<file path="config.mk">
export PLATFORM = sky130hd
export DESIGN_NAME = ysyx_25040111_lsu_flat
export DESIGN_NICKNAME = d
export VERILOG_FILES = /design/src/rtl/ysyx_25040111_lsu_pkg.sv /design/src/rtl/ysyx_25040111_lsu_if.sv /design/src/rtl/ysyx_25040111_lsu_align.sv /design/src/rtl/ysyx_25040111_lsu.sv /design/src/flat_wrapper.sv
export SDC_FILE = /design/constraint.sdc
export NUM_CORES = 1
export LEC_CHECK = 0
export ABC_AREA = 1
export BUFFER_PORTS_ARGS = -buffer_cell sky130_fd_sc_hd__buf_2
export CAP_MARGIN = 0
export CORE_ASPECT_RATIO = 0.9
export CORE_MARGIN = 5
export CORE_UTILIZATION = 55
export DETAILED_ROUTE_END_ITERATION = 10
export PLACE_DENSITY_LB_ADDON = 0.2
export SLEW_MARGIN = 20
export SYNTH_ARGS = -nofsm -noshare
export SYNTH_HDL_FRONTEND = slang
export SYNTH_HIERARCHICAL = 1
export SYNTH_SLANG_ARGS = --single-unit
</file>
<file path="constraint.sdc">
create_clock -name clock -period 3.5 [get_ports clock]
set_input_delay 0 -clock clock [delete_from_list [all_inputs] [get_ports clock]]
set_output_delay 0 -clock clock [all_outputs]
set_load 0.01 [all_outputs]
</file>
<file path="src/rtl/ysyx_25040111_lsu_pkg.sv">
// ============================================================================
//  Module   : ysyx_25040111_lsu_pkg
//  Purpose  : Shared widths, size/state encodings and packet type for the LSU
//  Revision : 1.0 - initial release
// ============================================================================
`default_nettype none

package ysyx_25040111_lsu_pkg;

    localparam int XLEN   = 32;
    localparam int GPR_AW = 5;
    localparam int CSR_AW = 12;

    localparam logic [1:0] LSU_N = 2'b00;
    localparam logic [1:0] LSU_B = 2'b01;
    localparam logic [1:0] LSU_H = 2'b10;
    localparam logic [1:0] LSU_W = 2'b11;

    typedef enum logic [1:0] {
        LSU_IDLE = 2'd0,
        LSU_REQ  = 2'd1,
        LSU_RESP = 2'd2,
        LSU_WB   = 2'd3
    } lsu_state_e;

    typedef struct packed {
        logic              men;
        logic [GPR_AW-1:0] ard;
        logic [XLEN-1:0]   rd;
        logic              gen;
        logic [CSR_AW-1:0] acsr;
        logic [XLEN-1:0]   csr;
        logic              sen;
        logic              write;
        logic [XLEN-1:0]   addr;
        logic [XLEN-1:0]   wdata;
        logic [1:0]        mask;
        logic              rsign;
    } lsu_pkt_t;

    function automatic logic lsu_misaligned(input logic [1:0] mask, input logic [1:0] a);
        return ((mask == LSU_H) && a[0]) || ((mask == LSU_W) && (a != 2'b00));
    endfunction

endpackage

`default_nettype wire

</file>
<file path="src/rtl/ysyx_25040111_lsu_if.sv">
// ============================================================================
//  Module   : ysyx_25040111_abt_if / ysyx_25040111_mem_if
//  Purpose  : Execute-to-LSU packet handshake and LSU data-bus interfaces
//  Revision : 1.0 - initial release
// ============================================================================
`default_nettype none

interface ysyx_25040111_abt_if;
    logic        abt_valid;
    logic        abt_ready;
    logic        abt_men;
    logic [4:0]  abt_ard;
    logic [31:0] abt_rd;
    logic        abt_gen;
    logic [11:0] abt_acsr;
    logic [31:0] abt_csr;
    logic        abt_sen;
    logic        abt_write;
    logic [31:0] abt_addr;
    logic [31:0] abt_wdata;
    logic [1:0]  abt_mask;
    logic        abt_rsign;
    logic        abt_finish;

    // master = execute unit, slave = load/store stage
    modport master (
        output abt_valid, abt_men, abt_ard, abt_rd, abt_gen, abt_acsr, abt_csr,
               abt_sen, abt_write, abt_addr, abt_wdata, abt_mask, abt_rsign,
        input  abt_ready, abt_finish
    );
    modport slave (
        input  abt_valid, abt_men, abt_ard, abt_rd, abt_gen, abt_acsr, abt_csr,
               abt_sen, abt_write, abt_addr, abt_wdata, abt_mask, abt_rsign,
        output abt_ready, abt_finish
    );
endinterface

interface ysyx_25040111_mem_if;
    logic        mem_req_valid;
    logic        mem_req_ready;
    logic [31:0] mem_addr;
    logic        mem_wen;
    logic [31:0] mem_wdata;
    logic [3:0]  mem_wstrb;
    logic        mem_resp_valid;
    logic [31:0] mem_rdata;
    logic        mem_resp_err;

    modport master (
        output mem_req_valid, mem_addr, mem_wen, mem_wdata, mem_wstrb,
        input  mem_req_ready, mem_resp_valid, mem_rdata, mem_resp_err
    );
    modport slave (
        input  mem_req_valid, mem_addr, mem_wen, mem_wdata, mem_wstrb,
        output mem_req_ready, mem_resp_valid, mem_rdata, mem_resp_err
    );
endinterface

`default_nettype wire

</file>
<file path="src/rtl/ysyx_25040111_lsu_align.sv">
// ============================================================================
//  Module   : ysyx_25040111_lsu_align
//  Purpose  : Store lane steering, load shift/extension and misalign check
//  Revision : 1.0 - initial release
// ============================================================================
`default_nettype none

module ysyx_25040111_lsu_align
    import ysyx_25040111_lsu_pkg::*;
(
    input  logic [1:0]  mask_i,
    input  logic [1:0]  addr_lo_i,
    input  logic        write_i,
    input  logic        rsign_i,
    input  logic [31:0] wdata_i,
    input  logic [31:0] rdata_i,
    output logic [3:0]  wstrb_o,
    output logic [31:0] wdata_o,
    output logic [31:0] ldata_o,
    output logic        misalign_o
);

    logic [31:0] w_shifted;

    assign w_shifted  = rdata_i >> {addr_lo_i, 3'b000};
    assign misalign_o = lsu_misaligned(mask_i, addr_lo_i);

    always_comb begin
        wstrb_o = 4'b0000;
        wdata_o = wdata_i;
        ldata_o = w_shifted;
        case (mask_i)
            LSU_B: begin
                wstrb_o = 4'b0001 << addr_lo_i;
                wdata_o = {4{wdata_i[7:0]}};
                ldata_o = {{24{rsign_i & w_shifted[7]}}, w_shifted[7:0]};
            end
            LSU_H: begin
                wstrb_o = 4'b0011 << addr_lo_i;
                wdata_o = {2{wdata_i[15:0]}};
                ldata_o = {{16{rsign_i & w_shifted[15]}}, w_shifted[15:0]};
            end
            LSU_W: begin
                wstrb_o = 4'b1111;
            end
            default: begin
                wstrb_o = 4'b0000;
            end
        endcase
        // Loads never assert byte strobes on the bus
        if (!write_i) begin
            wstrb_o = 4'b0000;
        end
    end

endmodule

`default_nettype wire

</file>
<file path="src/rtl/ysyx_25040111_lsu.sv">
// ============================================================================
//  Module   : ysyx_25040111_lsu
//  Purpose  : Load/store + writeback stage: packet latch, bus FSM, commit
//  Revision : 1.0 - initial release
// ============================================================================
`default_nettype none

module ysyx_25040111_lsu
    import ysyx_25040111_lsu_pkg::*;
(
    input  logic                 clock,
    input  logic                 reset,
    ysyx_25040111_abt_if.slave   abt,
    ysyx_25040111_mem_if.master  mem,
    output logic                 gpr_wen,
    output logic [GPR_AW-1:0]    gpr_waddr,
    output logic [XLEN-1:0]      gpr_wdata,
    output logic                 csr_wen,
    output logic [CSR_AW-1:0]    csr_waddr,
    output logic [XLEN-1:0]      csr_wdata,
    output logic                 lsu_misalign,
    output logic                 lsu_buserr
);

    lsu_state_e  state_q, state_d;
    lsu_pkt_t    pkt_q, pkt_d;
    logic        fault_q, fault_d;
    logic        buserr_q, buserr_d;
    logic [31:0] rdata_q, rdata_d;

    logic        w_idle, w_req, w_wb;
    logic        w_accept;
    logic        w_in_memop, w_pkt_memop, w_store;
    logic [1:0]  w_lane_mask, w_lane_addr;
    logic [3:0]  w_wstrb;
    logic [31:0] w_wdata, w_ldata;
    logic        w_misalign;

    assign w_idle      = (state_q == LSU_IDLE);
    assign w_req       = (state_q == LSU_REQ);
    assign w_wb        = (state_q == LSU_WB);
    assign w_accept    = abt.abt_valid & w_idle;
    assign w_in_memop  = abt.abt_men & (abt.abt_mask != LSU_N);
    assign w_pkt_memop = pkt_q.men & (pkt_q.mask != LSU_N);
    assign w_store     = w_pkt_memop & pkt_q.write;

    // The misalign check must see the incoming packet in IDLE; later states use the latch
    assign w_lane_mask = w_idle ? abt.abt_mask      : pkt_q.mask;
    assign w_lane_addr = w_idle ? abt.abt_addr[1:0] : pkt_q.addr[1:0];

    ysyx_25040111_lsu_align u_align (
        .mask_i     (w_lane_mask),
        .addr_lo_i  (w_lane_addr),
        .write_i    (pkt_q.write),
        .rsign_i    (pkt_q.rsign),
        .wdata_i    (pkt_q.wdata),
        .rdata_i    (rdata_q),
        .wstrb_o    (w_wstrb),
        .wdata_o    (w_wdata),
        .ldata_o    (w_ldata),
        .misalign_o (w_misalign)
    );

    always_ff @(posedge clock) begin
        if (reset) begin
            state_q  <= LSU_IDLE;
            pkt_q    <= '0;
            fault_q  <= 1'b0;
            buserr_q <= 1'b0;
            rdata_q  <= '0;
        end else begin
            state_q  <= state_d;
            pkt_q    <= pkt_d;
            fault_q  <= fault_d;
            buserr_q <= buserr_d;
            rdata_q  <= rdata_d;
        end
    end

    always_comb begin
        state_d  = state_q;
        pkt_d    = pkt_q;
        fault_d  = fault_q;
        buserr_d = buserr_q;
        rdata_d  = rdata_q;
        case (state_q)
            LSU_IDLE: begin
                if (w_accept) begin
                    pkt_d.men   = abt.abt_men;
                    pkt_d.ard   = abt.abt_ard;
                    pkt_d.rd    = abt.abt_rd;
                    pkt_d.gen   = abt.abt_gen;
                    pkt_d.acsr  = abt.abt_acsr;
                    pkt_d.csr   = abt.abt_csr;
                    pkt_d.sen   = abt.abt_sen;
                    pkt_d.write = abt.abt_write;
                    pkt_d.addr  = abt.abt_addr;
                    pkt_d.wdata = abt.abt_wdata;
                    pkt_d.mask  = abt.abt_mask;
                    pkt_d.rsign = abt.abt_rsign;
                    fault_d     = w_in_memop & w_misalign;
                    buserr_d    = 1'b0;
                    rdata_d     = '0;
                    state_d     = (w_in_memop & ~w_misalign) ? LSU_REQ : LSU_WB;
                end
            end
            LSU_REQ: begin
                if (mem.mem_req_ready) begin
                    state_d = LSU_RESP;
                end
            end
            LSU_RESP: begin
                if (mem.mem_resp_valid) begin
                    rdata_d  = mem.mem_rdata;
                    buserr_d = mem.mem_resp_err;
                    state_d  = LSU_WB;
                end
            end
            LSU_WB: begin
                state_d = LSU_IDLE;
            end
            default: begin
                state_d = LSU_IDLE;
            end
        endcase
    end

    assign abt.abt_ready  = w_idle;
    assign abt.abt_finish = w_wb;

    // Request fields are only driven while the request is outstanding
    assign mem.mem_req_valid = w_req;
    assign mem.mem_addr      = w_req ? {pkt_q.addr[31:2], 2'b00} : 32'd0;
    assign mem.mem_wen       = w_req & pkt_q.write;
    assign mem.mem_wstrb     = w_req ? w_wstrb : 4'b0000;
    assign mem.mem_wdata     = w_req ? w_wdata : 32'd0;

    assign gpr_wen   = w_wb & pkt_q.gen & (pkt_q.ard != 5'd0) & ~w_store & ~fault_q & ~buserr_q;
    assign gpr_waddr = w_wb ? pkt_q.ard : 5'd0;
    assign gpr_wdata = w_wb ? ((w_pkt_memop & ~pkt_q.write) ? w_ldata : pkt_q.rd) : 32'd0;

    assign csr_wen   = w_wb & pkt_q.sen & ~fault_q;
    assign csr_waddr = w_wb ? pkt_q.acsr : 12'd0;
    assign csr_wdata = w_wb ? pkt_q.csr : 32'd0;

    assign lsu_misalign = w_wb & fault_q;
    assign lsu_buserr   = w_wb & buserr_q;

endmodule

`default_nettype wire

</file>
<file path="src/flat_wrapper.sv">
// flat-port wrapper written by rule: the top's interface ports become plain ports
module ysyx_25040111_lsu_flat import ysyx_25040111_lsu_pkg::*;
  (clock, reset, gpr_wen, gpr_waddr, gpr_wdata, csr_wen, csr_waddr, csr_wdata, lsu_misalign, lsu_buserr, abt_abt_valid, abt_abt_men, abt_abt_ard, abt_abt_rd, abt_abt_gen, abt_abt_acsr, abt_abt_csr, abt_abt_sen, abt_abt_write, abt_abt_addr, abt_abt_wdata, abt_abt_mask, abt_abt_rsign, abt_abt_ready, abt_abt_finish, mem_mem_req_valid, mem_mem_addr, mem_mem_wen, mem_mem_wdata, mem_mem_wstrb, mem_mem_req_ready, mem_mem_resp_valid, mem_mem_rdata, mem_mem_resp_err);
  ysyx_25040111_abt_if abt_i ();
  ysyx_25040111_mem_if mem_i ();
  input  logic clock;
  input  logic reset;
  output logic gpr_wen;
  output logic [GPR_AW-1:0] gpr_waddr;
  output logic [XLEN-1:0] gpr_wdata;
  output logic csr_wen;
  output logic [CSR_AW-1:0] csr_waddr;
  output logic [XLEN-1:0] csr_wdata;
  output logic lsu_misalign;
  output logic lsu_buserr;
  input wire logic [$bits(abt_i.abt_valid)-1:0] abt_abt_valid;
  input wire logic [$bits(abt_i.abt_men)-1:0] abt_abt_men;
  input wire logic [$bits(abt_i.abt_ard)-1:0] abt_abt_ard;
  input wire logic [$bits(abt_i.abt_rd)-1:0] abt_abt_rd;
  input wire logic [$bits(abt_i.abt_gen)-1:0] abt_abt_gen;
  input wire logic [$bits(abt_i.abt_acsr)-1:0] abt_abt_acsr;
  input wire logic [$bits(abt_i.abt_csr)-1:0] abt_abt_csr;
  input wire logic [$bits(abt_i.abt_sen)-1:0] abt_abt_sen;
  input wire logic [$bits(abt_i.abt_write)-1:0] abt_abt_write;
  input wire logic [$bits(abt_i.abt_addr)-1:0] abt_abt_addr;
  input wire logic [$bits(abt_i.abt_wdata)-1:0] abt_abt_wdata;
  input wire logic [$bits(abt_i.abt_mask)-1:0] abt_abt_mask;
  input wire logic [$bits(abt_i.abt_rsign)-1:0] abt_abt_rsign;
  output wire logic [$bits(abt_i.abt_ready)-1:0] abt_abt_ready;
  output wire logic [$bits(abt_i.abt_finish)-1:0] abt_abt_finish;
  output wire logic [$bits(mem_i.mem_req_valid)-1:0] mem_mem_req_valid;
  output wire logic [$bits(mem_i.mem_addr)-1:0] mem_mem_addr;
  output wire logic [$bits(mem_i.mem_wen)-1:0] mem_mem_wen;
  output wire logic [$bits(mem_i.mem_wdata)-1:0] mem_mem_wdata;
  output wire logic [$bits(mem_i.mem_wstrb)-1:0] mem_mem_wstrb;
  input wire logic [$bits(mem_i.mem_req_ready)-1:0] mem_mem_req_ready;
  input wire logic [$bits(mem_i.mem_resp_valid)-1:0] mem_mem_resp_valid;
  input wire logic [$bits(mem_i.mem_rdata)-1:0] mem_mem_rdata;
  input wire logic [$bits(mem_i.mem_resp_err)-1:0] mem_mem_resp_err;
  assign abt_i.abt_valid = abt_abt_valid;
  assign abt_i.abt_men = abt_abt_men;
  assign abt_i.abt_ard = abt_abt_ard;
  assign abt_i.abt_rd = abt_abt_rd;
  assign abt_i.abt_gen = abt_abt_gen;
  assign abt_i.abt_acsr = abt_abt_acsr;
  assign abt_i.abt_csr = abt_abt_csr;
  assign abt_i.abt_sen = abt_abt_sen;
  assign abt_i.abt_write = abt_abt_write;
  assign abt_i.abt_addr = abt_abt_addr;
  assign abt_i.abt_wdata = abt_abt_wdata;
  assign abt_i.abt_mask = abt_abt_mask;
  assign abt_i.abt_rsign = abt_abt_rsign;
  assign abt_abt_ready = abt_i.abt_ready;
  assign abt_abt_finish = abt_i.abt_finish;
  assign mem_mem_req_valid = mem_i.mem_req_valid;
  assign mem_mem_addr = mem_i.mem_addr;
  assign mem_mem_wen = mem_i.mem_wen;
  assign mem_mem_wdata = mem_i.mem_wdata;
  assign mem_mem_wstrb = mem_i.mem_wstrb;
  assign mem_i.mem_req_ready = mem_mem_req_ready;
  assign mem_i.mem_resp_valid = mem_mem_resp_valid;
  assign mem_i.mem_rdata = mem_mem_rdata;
  assign mem_i.mem_resp_err = mem_mem_resp_err;
  ysyx_25040111_lsu u_core (.clock(clock), .reset(reset), .abt(abt_i), .mem(mem_i), .gpr_wen(gpr_wen), .gpr_waddr(gpr_waddr), .gpr_wdata(gpr_wdata), .csr_wen(csr_wen), .csr_waddr(csr_waddr), .csr_wdata(csr_wdata), .lsu_misalign(lsu_misalign), .lsu_buserr(lsu_buserr));
endmodule
</file>
Word level (Yosys, flattened, before mapping)
Index checks and enable logic that the tools add are counted.

cells by class
  equal/unequal tests = 9
  shift-type cells = 3
  multiplexer cells = 25
  bitwise logic cells = 24
  reduce and logical (&&, ||, !) cells = 12

operators with widths
  cell                                                                count
  32-bit 2-to-1 mux                                                   7
  32-bit case mux with 2 select lines                                 3
  32-bit by 5-bit right shift with 32-bit output                      1
  1-bit bitwise AND                                                   19
  12-bit 2-to-1 mux                                                   1
  2-bit 2-to-1 mux                                                    6
  4-bit case mux with 3 select lines                                  1
  2-bit == test (second input constant)                               4
  4-bit 2-to-1 mux                                                    2
  2-bit case mux with 4 select lines                                  1
  2-bit nonzero test                                                  4
  2-bit != test (second input constant)                               3
  3-bit AND reduction                                                 2
  5-bit 2-to-1 mux                                                    1
  1-bit inverter                                                      5
  5-bit nonzero test                                                  1
  2-bit by 1-bit == test with 1-bit output (second input constant)    2
  1-bit by 2-bit left shift with 4-bit output (first input constant)  1
  2-bit by 2-bit left shift with 4-bit output (first input constant)  1
  1-bit logical AND                                                   2
  2-bit logical NOT                                                   1
  1-bit 2-to-1 mux                                                    2
  1-bit case mux with 2 select lines                                  1
  2-bit AND reduction                                                 1
  1-bit logical OR                                                    1

storage, ports and cells
  bits in registers = 188
  input port bits = 190
  output and inout bits = 157
  logic and storage cells = 89

Logic depth before layout (Yosys ltp)
  depth in word-level cells = 10
  depth in mapped cells = 15
  gate-level depth less buffers = 12

By module
Netlist, hierarchy kept.

modules (own cells, without submodules)
  module                   instances  cells each  area an instance (sq um)  sequential area each (sq um)
  ysyx_25040111_lsu        1          1261        8471.9                    3763.6
  ysyx_25040111_lsu_align  1          284         1477.7                    0.0

Worst setup path before layout
No wires, ideal clock.

  path kind = register to output
  from = reg u_core.state_q[0]
  to = out gpr_wdata[24]
  arrival time = 2.434 ns
  data required time = 3.500 ns
  setup slack = 1.066 ns
  stages on the path, launching flop included = 15
  buffers on the path = 3
  path through = dfxtp_1 -> inv_1 -> ha_1 -> buf_4 -> o21ai_0 -> inv_1 -> ha_1 -> buf_6 -> nand2_2 -> nor2_2 -> nand3_4 -> buf_6 -> nand3_2 -> nor2_1 -> nor2_1

between the ends
  elaborated cells between the ends (all ways) = 12

RTL lines
  element                                                                    RTL line                       source
  from (decl)                                                                ysyx_25040111_lsu.sv:25        lsu_state_e state_q, state_d;
  from (signal assigned)                                                     ysyx_25040111_lsu.sv:72        state_q <= state_d;
  2-bit logical NOT *                                                        ysyx_25040111_lsu.sv:39        assign w_idle = (state_q == LSU_IDLE);
  net abt_abt_ready                                                          flat_wrapper.sv:29             output wire logic [$bits(abt_i.abt_ready)-1:0] abt_abt_ready;
  2-bit 2-to-1 mux *                                                         ysyx_25040111_lsu.sv:48        assign w_lane_mask = w_idle ? abt.abt_mask : pkt_q.mask;
  net u_core.w_lane_mask[1]                                                  ysyx_25040111_lsu.sv:34        logic [1:0] w_lane_mask, w_lane_addr;
  2-bit == test or 2-bit by 1-bit == test with 1-bit output (tied branches)  ysyx_25040111_lsu_align.sv:32  case (mask_i)
  32-bit case mux with 2 select lines *                                      ysyx_25040111_lsu_align.sv:32
  net u_core.w_ldata[24]                                                     ysyx_25040111_lsu.sv:36        logic [31:0] w_wdata, w_ldata;
  32-bit 2-to-1 mux * (2 in a row)                                           ysyx_25040111_lsu.sv:140       assign gpr_wdata = w_wb ? ((w_pkt_memop & ~pkt_q.write) ? w_ldata : pkt_q.rd) : 32'd0;
  to (decl)                                                                  flat_wrapper.sv:10             output logic [XLEN-1:0] gpr_wdata;

The timed path passes the listed nets; every way through them passes the cells marked *.

Final worst setup path
  from = reg u_core.state_q[0]
  to = out gpr_wdata[27]

between the ends
  elaborated cells between the ends (all ways) = 12

RTL lines
  element                                                                    RTL line
  2-bit logical NOT *                                                        ysyx_25040111_lsu.sv:39
  2-bit 2-to-1 mux *                                                         ysyx_25040111_lsu.sv:48
  net u_core.w_lane_mask[1]                                                  ysyx_25040111_lsu.sv:34
  2-bit == test or 2-bit by 1-bit == test with 1-bit output (tied branches)  ysyx_25040111_lsu_align.sv:32
  32-bit case mux with 2 select lines *                                      ysyx_25040111_lsu_align.sv:32
  net u_core.w_ldata[27]                                                     ysyx_25040111_lsu.sv:36
  32-bit 2-to-1 mux * (2 in a row)                                           ysyx_25040111_lsu.sv:140

Marked as above.

==> out/qor.yml <==
cap_viol_max_count: 0
grt_max_degree: 110
finalSetupViolCount: 0
syn_inst: 1545
cts_buffer_depth: 2
core_area_sq_mm: 0.0177
rsz0062_at_grt: "no"
die_h_microns: 138
layout-drive-gt1-share_pct: 22.4
die_area_sq_mm: 0.0209
tritoncts.num_buffers: 17
io_pins: 347
reg2reg_slack_ns: 0.61
start_util_pct: 56.1
fin_tns_setup_ns: 0
place_inst: 2022
end_kind: "primary output"
timing.final.crit_share_pct: 91.8
p_leak_uw: 0.00765
clkTransAtPathRegs_ns: 0.07
placement_rows: 46
stdcell_count: 2245
worst_hold_path_type: "in -> reg"
grt_pass1_wl_mm: 57.1
synth.distinct_cells: 32
drt-initial-drc-count: 1144
synth_warnings: 6
clock-sinks: 188
crit_fanout: 16
antenna_found_initial: 3
drv_slew: 0
cts_root_buf: "clkbuf_16"
first_pass_iters: 6
vias: 11909
synth-seq-cells: 188
drc: 0
run_status: "finished clean"
overflow: 0
grt_pass1_vias: 11437
viasPerCell: 5.30
syn_to_final_growth_pct: 39.4
fill_cells: 1300
clock_latency_ns: 0.44
drt.antenna.violating_nets: 0
drt_wl_total_mm: 37.5
peakVddDrop_mv: 0.393
cts_tree: "built"
final_nets: 2188
gp_congestion: 0.937
synth_edf_count: 0
netlist_area_sq_mm: 0.00995
start_kind: "flip-flop"
power_density_mw_per_mm2: 629
cts_setup_buffers: 0
port_buffers: 344
hold_violations: 0
max_freq_ghz: 0.311
max_stage_delay_ns: 0.46
slew_headroom_pct: 48.4
ctsHtreeMaxLevel: 4
grt_usage_pct: 34.5
crit_slowest_cell: "ha_2"
dp_hpwl_mm: 22.7
synth_flop_cell: "dfxtp_1"
skew_ns: 0.0168
cp.required_ns: 3.50
critPathArrivalTime_ns: 3.21
synthArstFlopShare_pct: 0
criticalPathCategory: "reg -> out"
fin_crit_ns: 3.21
die_x_microns: 152
syn_area_per_cell_sq_um: 6.44
routedWlPerCell_microns: 16.7
max_slew.worst_pin.slew_ns: 0.773
whs_ns: 0.0898
seq_area_frac_synth_pct: 37.8
crit_chain: "inv_1 > ha_2 > o21ai_1 > inv_1 > ha_2 > nand2_2 > nor2_2 > nand3_4 > nand3_1 > nor2_1 > nor2_1 > buf_2"
==> kinds of logic after synthesis <==
family | Yosys count | synth area share [%]
and+or+nand+nor | 761 | 32.0
buffers and inverters | 312 | 14.6
AOI/OAI and AO/OA | 273 | 14.3
DFF | 188 | 37.8
adders and majority gates | 10 | 1.26
other | 1 | 0.0377
==> report_power, final <==
part	switching, uW	internal, uW	leakage, uW	total (uW)
sequential	324	2690	0.00155	3010
combinational	2590	1200	0.00582	3800
clock	958	951	0.000277	1910
total	3870	4840	0.00765	8720
==> worst max-delay path: cells and delay by family, from the launching register on <==
family | cells | cell delay (ns)
AND/OR/NAND/NOR | 6 | 0.90
adder cells (fa/ha/maj) | 2 | 0.76
flip-flops | 1 | 0.41
AO/OA/AOI/OAI | 1 | 0.31
buffers and inverters | 3 | 0.40
==> final timing paths <==
path / start / to / cells after the start
worst max-delay path: u_core/state_q[0]$_SDFFE_PP0P_ / gpr_wdata[27] / 12
worst max register to register: u_core/state_q[0]$_SDFFE_PP0P_ / u_core/fault_q$_SDFFE_PP0P_ / 9
worst min register to register: u_core/pkt_q[115]$_SDFFE_PP0P_ / u_core/pkt_q[115]$_SDFFE_PP0P_ / 2
worst min-delay path: mem_mem_req_ready / u_core/state_q[0]$_SDFFE_PP0P_ / 6
==> cell usage in the layout (no fill, tap or decap), types with 3 or more instances in the layout <==
cell type,netlist,final
a21oi_1,80,80
a21oi_2,10,10
buf_2,53,344
buf_4,20,14
clkbuf_16,0,17
clkinv_4,0,3
clkinv_8,0,3
dfxtp_1,188,188
diode_2,0,4
dlygate4sd3_1,0,186
ha_1,10,6
ha_2,0,3
inv_1,184,184
inv_6,1,7
nand2_1,342,341
nand2_2,13,13
nand3_1,35,35
nand3_2,16,16
nand3_4,2,3
nand4_1,35,35
nor2_1,310,310
o21ai_0,107,103
o21ai_1,68,71
o31ai_1,7,7
==> registers in the layout, summed over array words and instances (netlist names) <==
signal / flops
u_core/rdata_q: 32
u_core/pkt_q: 152
u_core/fault_q: 1
u_core/buserr_q: 1
u_core/state_q: 2
==> what timing repair did <==
action	4_1_cts	5_1_grt
gates cloned	0	1
pin swaps	0	1
gates resized for setup	2	4
hold buffers	186	0
endpoints found under the setup margin	24	30
hold endpoints to repair	187	0
==> final cells by class <==
cell class / instances / area (sq um) / area share [%]
well taps: 240 / 300 / 2.17
multi-input cells: 1047 / 4790 / 34.5
flip-flops and latches: 188 / 3760 / 27.1
inverters: 189 / 718 / 5.18
clock buffers: 18 / 429 / 3.10
clock inverters: 14 / 146 / 1.06
repair buffers: 545 / 3710 / 26.7
diodes: 4 / 10.0 / 0.0722
==> routing by layer <==
metal | GRT usage [%] | up-vias | routed length (microns)
li1 | - | 5671 | -
met1 | 39.9 | 5390 | 13800
met2 | 59.2 | 687 | 18300
met3 | 8.78 | 159 | 3570
met4 | 17.6 | 2 | 1900
met5 | 0 | - | 13
==> Yosys cell counts, types with 4 or more instances <==
cell / instances / area, sq um
o31ai_1: 7 / 52.6
buf_4: 20 / 150
dfxtp_1: 188 / 3760
nand3_2: 16 / 160
ha_1: 10 / 125
inv_2: 4 / 15.0
a21oi_2: 10 / 87.6
inv_1: 184 / 691
a21oi_1: 80 / 400
o21ai_1: 68 / 340
nand2_1: 342 / 1280
nand4_1: 35 / 219
buf_6: 18 / 203
nand3_1: 35 / 175
buf_2: 53 / 265
nor2_1: 310 / 1160
nand2_2: 13 / 81.3
o21ai_0: 107 / 536
clkbuf_1: 30 / 113
==> per-stage QoR <==
| step | worst slack (ns) | utilization (%) | area (sq um) | power, uW |
|---|---|---|---|---|
| global placement | 0.581 | 64.3 | 11400 | 6390 |
| detailed placement | 0.382 | 64.3 | 11400 | 6460 |
| finish | 0.289 | 78.2 | 13900 | 8720 |
| global route | 0.0703 | 78.2 | 13900 | 9240 |
| CTS | 0.0312 | 78.0 | 13800 | 8530 |
| floorplan | 1.07 | - | 9950 | 5710 |
No activity file was read; power rests on OpenSTA's default activity.
